### config.mk
export PLATFORM = sky130hd
export DESIGN_NAME = drum_sweep_ctrl_flat
export DESIGN_NICKNAME = d
export VERILOG_FILES = /design/src/rtl/drum_ctrl_pkg.sv /design/src/rtl/drum_sweep_ctrl_if.sv /design/src/rtl/drum_sweep_ctrl.sv /design/src/flat_wrapper.sv
export SDC_FILE = /design/constraint.sdc
export NUM_CORES = 1
export LEC_CHECK = 0
export CAP_MARGIN = 20
export CORE_ASPECT_RATIO = 0.5
export CORE_MARGIN = 2
export CORE_UTILIZATION = 49
export CTS_BUF_LIST = sky130_fd_sc_hd__clkbuf_8
export DETAILED_ROUTE_END_ITERATION = 16
export HOLD_SLACK_MARGIN = 0.1
export PLACE_DENSITY = 0.85
export REMOVE_ABC_BUFFERS = 1
export SYNTH_ARGS = -nofsm -noshare
export SYNTH_HDL_FRONTEND = slang
export SYNTH_SLANG_ARGS = --single-unit
### constraint.sdc
create_clock -name clk -period 2.79 [get_ports clk]
set_clock_uncertainty 0.05 [all_clocks]
set_input_delay 0.558 -clock clk [delete_from_list [all_inputs] [get_ports clk]]
set_output_delay 0.558 -clock clk [all_outputs]
set_load 0.01 [all_outputs]
### src/rtl/drum_ctrl_pkg.sv
// Shared types and defaults for the drum sweep controller.
package drum_ctrl_pkg;

    localparam int unsigned DEF_NUM_ROWS   = 30;
    localparam int unsigned DEF_CENTER_ROW = 15;
    localparam int unsigned DEF_ADDR_W     = 19;
    localparam int unsigned DATA_W         = 18;
    localparam int unsigned STEP_W         = 16;

    typedef enum logic [3:0] {
        ST_INIT,
        ST_ARMED,
        ST_PRIME,
        ST_PRIME_WAIT,
        ST_LOAD,
        ST_WAIT,
        ST_UPDATE,
        ST_DONE,
        ST_HOLD
    } state_e;

    // Registered per-cycle strobes driven toward the column datapath.
    typedef struct packed {
        logic upd_wr;
        logic load_curr;
        logic shift_en;
        logic bottom_flag;
        logic top_flag;
        logic center_strobe;
        logic step_done;
    } strb_t;

endpackage

### src/rtl/drum_sweep_ctrl_if.sv
// Host/datapath-facing bundle of the drum sweep controller.
interface drum_sweep_ctrl_if
    import drum_ctrl_pkg::*;
#(
    parameter int unsigned ADDR_W = DEF_ADDR_W
) ();

    logic [DATA_W-1:0] init_data;
    logic              init_valid;
    logic              init_ready;
    logic              run;
    logic              reinit;
    logic              audio_req;
    logic [ADDR_W-1:0] rd_addr;
    logic [ADDR_W-1:0] wr_addr;
    logic              wr_en;
    logic              init_wr;
    logic              load_curr;
    logic              shift_en;
    logic              bottom_flag;
    logic              top_flag;
    logic              center_strobe;
    logic              step_done;
    logic [STEP_W-1:0] step_cnt;

    // Controller side
    modport master (
        input  init_valid, run, reinit, audio_req,
        output init_ready, rd_addr, wr_addr, wr_en, init_wr, load_curr,
               shift_en, bottom_flag, top_flag, center_strobe, step_done,
               step_cnt
    );

    // Host / datapath side
    modport slave (
        output init_data, init_valid, run, reinit, audio_req,
        input  init_ready, rd_addr, wr_addr, wr_en, init_wr, load_curr,
               shift_en, bottom_flag, top_flag, center_strobe, step_done,
               step_cnt
    );

endinterface

### src/rtl/drum_sweep_ctrl.sv
// Row-sweep sequencer for the drum column M10Ks: init load, per-timestep
// row updates and audio-paced stepping.
module drum_sweep_ctrl
    import drum_ctrl_pkg::*;
#(
    parameter int unsigned NUM_ROWS   = DEF_NUM_ROWS,
    parameter int unsigned CENTER_ROW = DEF_CENTER_ROW,
    parameter int unsigned ADDR_W     = DEF_ADDR_W
) (
    input  logic                 clk,
    input  logic                 reset,
    drum_sweep_ctrl_if.master    bus
);

    localparam int unsigned ROW_W = $clog2(NUM_ROWS);
    localparam logic [ROW_W-1:0] LAST_ROW = ROW_W'(NUM_ROWS - 1);
    localparam logic [ROW_W-1:0] CTR_ROW  = ROW_W'(CENTER_ROW);
    localparam logic [ROW_W:0]   ROWS_EXT = (ROW_W+1)'(NUM_ROWS);

    state_e            state_q, state_d;
    logic [ROW_W-1:0]  row_q, row_d;
    logic [STEP_W-1:0] step_cnt_q, step_cnt_d;
    logic [ADDR_W-1:0] rd_addr_q, rd_addr_d;
    logic [ADDR_W-1:0] wr_addr_q, wr_addr_d;
    logic              init_ready_q, init_ready_d;
    strb_t             strb_q, strb_d;
    logic              init_fire_c;
    logic [ROW_W:0]    row_p2;

    // The init write must land in the same cycle as its PIO beat.
    assign init_fire_c = bus.init_valid & init_ready_q;

    always_ff @(posedge clk or posedge reset) begin
        if (reset) begin
            state_q      <= ST_INIT;
            row_q        <= '0;
            step_cnt_q   <= '0;
            rd_addr_q    <= '0;
            wr_addr_q    <= '0;
            init_ready_q <= 1'b0;
            strb_q       <= '0;
        end else begin
            state_q      <= state_d;
            row_q        <= row_d;
            step_cnt_q   <= step_cnt_d;
            rd_addr_q    <= rd_addr_d;
            wr_addr_q    <= wr_addr_d;
            init_ready_q <= init_ready_d;
            strb_q       <= strb_d;
        end
    end

    always_comb begin
        state_d      = state_q;
        row_d        = row_q;
        step_cnt_d   = step_cnt_q;
        rd_addr_d    = rd_addr_q;
        wr_addr_d    = wr_addr_q;
        init_ready_d = 1'b0;
        strb_d       = '0;
        row_p2       = '0;

        unique case (state_q)
            ST_INIT: begin
                if (init_fire_c) begin
                    if (row_q == LAST_ROW) begin
                        row_d   = '0;
                        state_d = ST_ARMED;
                    end else begin
                        row_d = row_q + ROW_W'(1);
                    end
                end
            end
            ST_ARMED: begin
                if (bus.reinit)   state_d = ST_INIT;
                else if (bus.run) state_d = ST_PRIME;
            end
            ST_PRIME:      state_d = ST_PRIME_WAIT;
            ST_PRIME_WAIT: state_d = ST_LOAD;
            ST_LOAD:       state_d = ST_WAIT;
            ST_WAIT:       state_d = ST_UPDATE;
            ST_UPDATE: begin
                if (row_q == LAST_ROW) begin
                    row_d   = '0;
                    state_d = ST_DONE;
                end else begin
                    row_d   = row_q + ROW_W'(1);
                    state_d = ST_WAIT;
                end
            end
            ST_DONE, ST_HOLD: begin
                if (!bus.run)          state_d = ST_ARMED;
                else if (bus.audio_req) state_d = ST_PRIME;
                else                    state_d = ST_HOLD;
            end
            default: state_d = ST_INIT;
        endcase

        // Outputs are registered: decode the state being entered.
        case (state_d)
            ST_INIT: begin
                init_ready_d = 1'b1;
                wr_addr_d    = ADDR_W'(row_d);
            end
            ST_PRIME: rd_addr_d = '0;
            ST_LOAD: begin
                strb_d.load_curr = 1'b1;
                rd_addr_d        = ADDR_W'(1);
            end
            ST_UPDATE: begin
                row_p2               = {1'b0, row_d} + (ROW_W+1)'(2);
                strb_d.upd_wr        = 1'b1;
                strb_d.shift_en      = 1'b1;
                strb_d.bottom_flag   = (row_d == '0);
                strb_d.top_flag      = (row_d == LAST_ROW);
                strb_d.center_strobe = (row_d == CTR_ROW);
                wr_addr_d            = ADDR_W'(row_d);
                rd_addr_d            = (row_p2 < ROWS_EXT) ? ADDR_W'(row_p2) : '0;
            end
            ST_DONE: begin
                strb_d.step_done = 1'b1;
                step_cnt_d       = step_cnt_q + STEP_W'(1);
            end
            default: ;
        endcase
    end

    assign bus.init_ready    = init_ready_q;
    assign bus.rd_addr       = rd_addr_q;
    assign bus.wr_addr       = wr_addr_q;
    assign bus.wr_en         = strb_q.upd_wr | init_fire_c;
    assign bus.init_wr       = init_fire_c;
    assign bus.load_curr     = strb_q.load_curr;
    assign bus.shift_en      = strb_q.shift_en;
    assign bus.bottom_flag   = strb_q.bottom_flag;
    assign bus.top_flag      = strb_q.top_flag;
    assign bus.center_strobe = strb_q.center_strobe;
    assign bus.step_done     = strb_q.step_done;
    assign bus.step_cnt      = step_cnt_q;

endmodule

### src/flat_wrapper.sv
// flat-port wrapper written by rule: the top's interface ports become plain ports
module drum_sweep_ctrl_flat import drum_ctrl_pkg::*;
#(
    parameter int unsigned NUM_ROWS   = DEF_NUM_ROWS,
    parameter int unsigned CENTER_ROW = DEF_CENTER_ROW,
    parameter int unsigned ADDR_W     = DEF_ADDR_W
)
  (clk, reset, bus_init_valid, bus_run, bus_reinit, bus_audio_req, bus_init_ready, bus_rd_addr, bus_wr_addr, bus_wr_en, bus_init_wr, bus_load_curr, bus_shift_en, bus_bottom_flag, bus_top_flag, bus_center_strobe, bus_step_done, bus_step_cnt);
  drum_sweep_ctrl_if #(.ADDR_W(ADDR_W)) bus_i ();
  input  logic clk;
  input  logic reset;
  input wire logic [$bits(bus_i.init_valid)-1:0] bus_init_valid;
  input wire logic [$bits(bus_i.run)-1:0] bus_run;
  input wire logic [$bits(bus_i.reinit)-1:0] bus_reinit;
  input wire logic [$bits(bus_i.audio_req)-1:0] bus_audio_req;
  output wire logic [$bits(bus_i.init_ready)-1:0] bus_init_ready;
  output wire logic [$bits(bus_i.rd_addr)-1:0] bus_rd_addr;
  output wire logic [$bits(bus_i.wr_addr)-1:0] bus_wr_addr;
  output wire logic [$bits(bus_i.wr_en)-1:0] bus_wr_en;
  output wire logic [$bits(bus_i.init_wr)-1:0] bus_init_wr;
  output wire logic [$bits(bus_i.load_curr)-1:0] bus_load_curr;
  output wire logic [$bits(bus_i.shift_en)-1:0] bus_shift_en;
  output wire logic [$bits(bus_i.bottom_flag)-1:0] bus_bottom_flag;
  output wire logic [$bits(bus_i.top_flag)-1:0] bus_top_flag;
  output wire logic [$bits(bus_i.center_strobe)-1:0] bus_center_strobe;
  output wire logic [$bits(bus_i.step_done)-1:0] bus_step_done;
  output wire logic [$bits(bus_i.step_cnt)-1:0] bus_step_cnt;
  assign bus_i.init_valid = bus_init_valid;
  assign bus_i.run = bus_run;
  assign bus_i.reinit = bus_reinit;
  assign bus_i.audio_req = bus_audio_req;
  assign bus_init_ready = bus_i.init_ready;
  assign bus_rd_addr = bus_i.rd_addr;
  assign bus_wr_addr = bus_i.wr_addr;
  assign bus_wr_en = bus_i.wr_en;
  assign bus_init_wr = bus_i.init_wr;
  assign bus_load_curr = bus_i.load_curr;
  assign bus_shift_en = bus_i.shift_en;
  assign bus_bottom_flag = bus_i.bottom_flag;
  assign bus_top_flag = bus_i.top_flag;
  assign bus_center_strobe = bus_i.center_strobe;
  assign bus_step_done = bus_i.step_done;
  assign bus_step_cnt = bus_i.step_cnt;
  drum_sweep_ctrl #(.NUM_ROWS(NUM_ROWS), .CENTER_ROW(CENTER_ROW), .ADDR_W(ADDR_W)) u_core (.clk(clk), .reset(reset), .bus(bus_i));
endmodule
=== Word-level counts from Yosys, hierarchy flattened ===
Index checks and enable logic that the tools add are counted.

* Register bits after elaboration: 57
* Logic and storage cells: 58
* Memories: 0
* Output and inout bits: 63
* ROM bits: 0
* RAM bits: 0
* Bits in latches: 0

* Shift-type cells: 0
* Magnitude comparators: 1
* Bitwise logic cells: 2
* Div/mod/pow operators: 0
* Eq/ne operators: 15
* Reductions and logical operators: 6
* Multiplexer cells: 18
* Add/sub/neg operators: 3
* $mul: 0

{| class="wikitable"
|+ Operators by type and width
! operator !! count
|-
| case mux 19 bit (3 select lines) || 1
|-
| case mux 4 bit (8 select lines) || 1
|-
| == test 4 x 3 -> 1 bit, second input constant || 7
|-
| two-way mux 4 bit || 7
|-
| adder 16 x 1 -> 16 bit, second input constant || 1
|-
| == test 4 x 2 -> 1 bit, second input constant || 3
|-
| == test 5 bit, second input constant || 2
|-
| two-way mux 5 bit || 2
|-
| case mux 5 bit (2 select lines) || 1
|-
| logical NOT 4 bit || 2
|-
| adder 5 x 2 -> 6 bit, second input constant || 1
|-
| less-than comparator 6 x 5 -> 1 bit, second input constant || 1
|-
| two-way mux 6 bit || 1
|-
| adder 5 x 1 -> 5 bit, second input constant || 1
|-
| == test 5 x 4 -> 1 bit, second input constant || 1
|-
| logical NOT 5 bit || 1
|-
| == test 4 x 1 -> 1 bit, second input constant || 1
|-
| == test 4 bit, second input constant || 1
|-
| two-way mux 1 bit || 4
|-
| OR reduction 2 bit || 2
|-
| nonzero test 3 bit || 1
|-
| two-way mux 2 bit || 1
|-
| AND 1 bit || 1
|-
| OR 1 bit || 1
|}

=== Logic depth before layout (Yosys ltp) ===
* Depth in word-level cells: 8
* Gate-level depth with buffers: 9
* Gate-level depth less buffers: 9

=== Worst setup path after synthesis ===
No wires, ideal clock.

* Path kind: register to register
* From: register u_core.row_q[0]
* To: register u_core.wr_addr_q[4] (netlist: u_core.bus.wr_addr[4])
* Period minus slack after synthesis: 2357 ps
* Library setup time: 125 ps
* Buffers on the path: 1
* Path slack: 433 ps
* Stages on the path, launching flop included: 9
* Arrival time: 2182 ps
* Path through: dfrtp_1 > ha_1 > and4_4 > nand4b_4 > inv_2 > or3_1 > buf_2 > o41a_4 > mux2_4

* Longest elaborated chain between the ends: 6
* Elaborated cells between the ends (all ways): 12
* Those cells by class: add/sub (1); eq/ne (2); mux (7); reduce/logical (2)

{| class="wikitable"
|+ Ends and longest elaborated chain
! element !! RTL line !! RTL
|-
| from (decl) || drum_sweep_ctrl.sv:21 || <nowiki>logic [ROW_W-1:0] row_q, row_d;</nowiki>
|-
| from (signal assigned) || drum_sweep_ctrl.sv:44 || <nowiki>row_q <= row_d;</nowiki>
|-
| == test 5 bit (*) || drum_sweep_ctrl.sv:66, drum_sweep_ctrl.sv:83 ||
|-
| two-way mux 4 bit || drum_sweep_ctrl.sv:66 || <nowiki>if (row_q == LAST_ROW) begin</nowiki>
|-
| two-way mux 4 bit || drum_sweep_ctrl.sv:65 || <nowiki>if (init_fire_c) begin</nowiki>
|-
| case mux 4 bit (8 select lines) (*) || drum_sweep_ctrl.sv:63 || <nowiki>unique case (state_q)</nowiki>
|-
| named net u_core.state_d[1] || drum_sweep_ctrl.sv:20 || <nowiki>state_e state_q, state_d;</nowiki>
|-
| == test 4 x 3 -> 1 bit or logical NOT 4 bit (tied branches) || drum_sweep_ctrl.sv:100 || <nowiki>case (state_d)</nowiki>
|-
| OR reduction 2 bit (no source line) (*) || - ||
|-
| to (signal assigned) || drum_sweep_ctrl.sv:47 || <nowiki>wr_addr_q <= wr_addr_d;</nowiki>
|-
| to (decl) || drum_sweep_ctrl.sv:24 || <nowiki>logic [ADDR_W-1:0] wr_addr_q, wr_addr_d;</nowiki>
|}

The timed path passes the listed nets; every way through them passes the cells marked *.
A chain may end at the register's enable or synchronous reset.

=== Worst setup path in the final report ===
* From: input bus_init_valid
* To: output bus_wr_en

* Longest elaborated chain between the ends: 2

{| class="wikitable"
|+ Ends and longest elaborated chain
! element !! RTL line !! RTL
|-
| from (decl) || flat_wrapper.sv:12 || <nowiki>input wire logic [$bits(bus_i.init_valid)-1:0] bus_init_valid;</nowiki>
|-
| AND 1 bit || drum_sweep_ctrl.sv:31 || <nowiki>assign init_fire_c = bus.init_valid & init_ready_q;</nowiki>
|-
| OR 1 bit || drum_sweep_ctrl.sv:131 || <nowiki>assign bus.wr_en = strb_q.upd_wr | init_fire_c;</nowiki>
|-
| to (decl) || flat_wrapper.sv:19 || <nowiki>output wire logic [$bits(bus_i.wr_en)-1:0] bus_wr_en;</nowiki>
|}

No other way between the ends.

==> impl_metrics.py <==
metrics = {
    "route": {
        "routedWlPerCell_um": 14.1,
        "route.vias.total": 1658,
        "drt_iter0_drc": 89,
        "viasPerCell": 5.13,
        "postRouteAntennaNets": 0,
        "drc": 0,
        "first_pass_iters": 4,
        "routed_wl_mm": 4.55,
    },
    "clock_network": {
        "clk_latency_ns": 0.29,
        "cts_buffers": 5,
        "cts_tree": "done",
        "cts_hold_buf": 0,
        "clk_path_buf_depth": 2,
        "cts_root_buffer": "clkbuf_8",
        "cts_setup_buffers": 0,
        "cts_sinks": 43,
        "path_clk_slew_ns": 0.08,
        "cts_resized": 0,
        "htreeDepth": 2,
    },
    "timing": {
        "fin_crit_sh": 0.920,
        "relSlewSlack": 0.492,
        "fmax_ghz": 0.390,
        "worst_slew_pin_slew_ns": 0.760,
        "finalMaxSlewViolations": 0,
        "hold_viol": 0,
        "rsz0062_at_grt": "false",
        "setup_violations": 0,
        "setup_tns_ns": 0,
        "min_period_ns": 2.57,
    },
    "finish": {
        "final_core_util": 0.634,
        "seq_area_um2": 1080,
        "diodes": 0,
        "fin_nets": 274,
        "area_growth_pct": 22.9,
        "fin_area_um2": 2820,
        "fillerInstances": 341,
        "multi_input_area_um2": 1040,
        "drive_gt1_frac": 0.128,
    },
    "power_and_ir_drop": {
        "leakage_nw": 1.26,
        "p_total_mw": 1.17,
        "power.density_nw_per_um2": 415,
        "ir_drop_mv": 0.194,
    },
    "floorplan": {
        "io_pins": 69,
        "core_um2": 4450,
        "die_area_um2": 5280,
        "chipHeight_um": 52.4,
        "start_util": 0.516,
        "die_w_um": 101,
        "row_count": 17,
    },
    "synthesis": {
        "async_flop_share": 1.00,
        "ys_warn_count": 0,
        "synth_seq_cells": 43,
        "netlist.area_leader.share": 0.469,
        "synthTopCellsByArea": "dfrtp_1 (47%), buf_4 (9.2%), xnor2_1 (5.0%)",
        "syn_area_um2": 2290,
        "synth-edff-count": 0,
        "synth_area_leader_cell": "dfrtp_1",
        "avgSynthCellArea_um2": 10.6,
        "synth.distinct_cells": 54,
        "seq_area_frac_synth": 0.469,
        "postSynthCellCount": 216,
        "synth_flop_cell": "dfrtp_1",
    },
    "worst_setup_path": {
        "r2r_end": "u_core.bus.wr_addr[4]",
        "cp.arrival_ns": 1.96,
        "cp_max_fo": 3,
        "cp-start-kind": "input pin",
        "crit_slowest_cell": "clkdlybuf4s50_1",
        "rr_worst_depth": 7,
        "crit_required_ns": 2.18,
        "r2r-start": "u_core.row_q[0]",
        "worst_setup_path_end_kind": "output port",
        "max_stage_delay_ns": 0.48,
        "cp_cell_sequence": "clkdlybuf4s50_1 -> and2_1 -> or2_2 -> clkdlybuf4s50_1",
        "r2r_slack_ns": 0.33,
        "cp_common_cell": "clkdlybuf4s50_1",
        "path_class": "in2out",
    },
    "grt": {
        "grt_pass1_wl_mm": 7.42,
        "grt_max_degree": 27,
        "grt_overflow_total": 0,
        "antenna_found_initial": 0,
        "first_global_vias": 1555,
        "grt_util_all_layers": 0.183,
    },
    "placed_design": {
        "portBuffers": 41,
        "dpl.hpwl_mm": 3.37,
        "gp_congestion": 0.782,
        "place_area_um2": 2700,
    },
    "status": {
        "outcome": "finished, final reports clean",
    },
    "worst_hold_path": {
        "worstHoldStart": "u_core.bus.rd_addr[5]",
        "hold-path-cell-count": 1,
        "hold_class": "reg2reg",
        "hold_end": "u_core.bus.rd_addr[5]",
    },
    "job": {
        "cap_violations": 0,
    },
}
==> stage by stage <==
stage / cells / hold WS [ns] / setup slack (ns)
floorplan: 210 / 0.457 / 0.476
global placement: 315 / 0.410 / 0.147
detailed placement: 315 / 0.435 / 0.116
CTS: 323 / 0.451 / 0.226
global route: 323 / 0.470 / 0.182
finish: 323 / 0.448 / 0.224
==> logic make-up after synthesis <==
group | Yosys count | synth area share
xor gates and xnor gates | 17 | 0.0649
AOI/OAI and AO/OA | 30 | 0.0977
and+or+nand+nor | 72 | 0.184
muxes | 8 | 0.0469
other | 1 | 0.00164
DFF | 43 | 0.469
adders and majority gates | 3 | 0.0164
buffers and inverters | 42 | 0.119
==> worst max-delay path: cells and delay by family <==
kind          cells  cell delay, ns
buf+inv           2            0.92
simple gates      2            0.49
==> area by class of cell <==
class	count	area share
clock inverter	2	0.0124
inverter	10	0.0133
multi-input combinational	157	0.369
sequential	43	0.382
tap	57	0.0253
clock buffer	6	0.0293
timing repair buffer	48	0.169
==> power breakdown <==
group / internal, mW / switching, mW
clock: 0.290 / 0.217
sequential: 0.623 / 0
combinational: 0.00981 / 0.0310
total: 0.922 / 0.248
==> layout by cell type (no fill, tap or decap), types with 7 or more instances in the layout <==
cell             netlist  layout
conb_1                 1      27
inv_1                  9       9
a21oi_1                7       7
clkdlybuf4s50_1        0      41
dfrtp_1               43      43
xnor2_1               13      13
nor2_1                 9       9
nand2_1               18      18
==> synth_stat cells (2+ instances only) <==
master / number
nor4_1: 2
o21ai_0: 4
and4_1: 3
nand3_1: 6
and2_1: 3
mux2_4: 5
xnor2_1: 13
buf_2: 3
dfrtp_1: 43
nand2_1: 18
and3_1: 2
nor2_1: 9
or2_2: 4
mux2_2: 2
xor2_1: 4
a32o_1: 2
nor2b_1: 3
inv_1: 9
a21oi_1: 7
or3_1: 2
nand4_1: 5
nor3_1: 5
buf_4: 28
a211oi_1: 2
ha_1: 3
==> worst max path at each step <==
stage / start / endpoint
floorplan: u_core.row_q[0] / u_core.bus.wr_addr[4]
global placement: bus_reinit / u_core.bus.wr_addr[3]
detailed placement: bus_run / u_core.bus.wr_addr[3]
CTS: bus_init_valid / bus_wr_en
global route: bus_init_valid / bus_wr_en
finish: bus_init_valid / bus_wr_en
==> state kept, by name (all words and copies together), names as in the netlist <==
signal,flops
u_core.state_q,4
u_core.bus.wr_addr,5
u_core.bus.bottom_flag,1
u_core.bus.rd_addr,6
u_core.bus.top_flag,1
u_core.bus.load_curr,1
u_core.bus.center_strobe,1
u_core.bus.step_cnt,16
u_core.row_q,5
u_core.bus.shift_en,1
u_core.bus.init_ready,1
u_core.bus.step_done,1
==> routing by layer <==
layer / vias up / track usage / part of all wire
li1: 796 / - / -
met1: 794 / 0.224 / 0.45
met2: 64 / 0.330 / 0.49
met3: 4 / 0.0427 / 0.051
met4: 0 / 0.0502 / 0.0092
met5: - / 0 / 0
No activity file was read; power rests on OpenSTA's default activity.
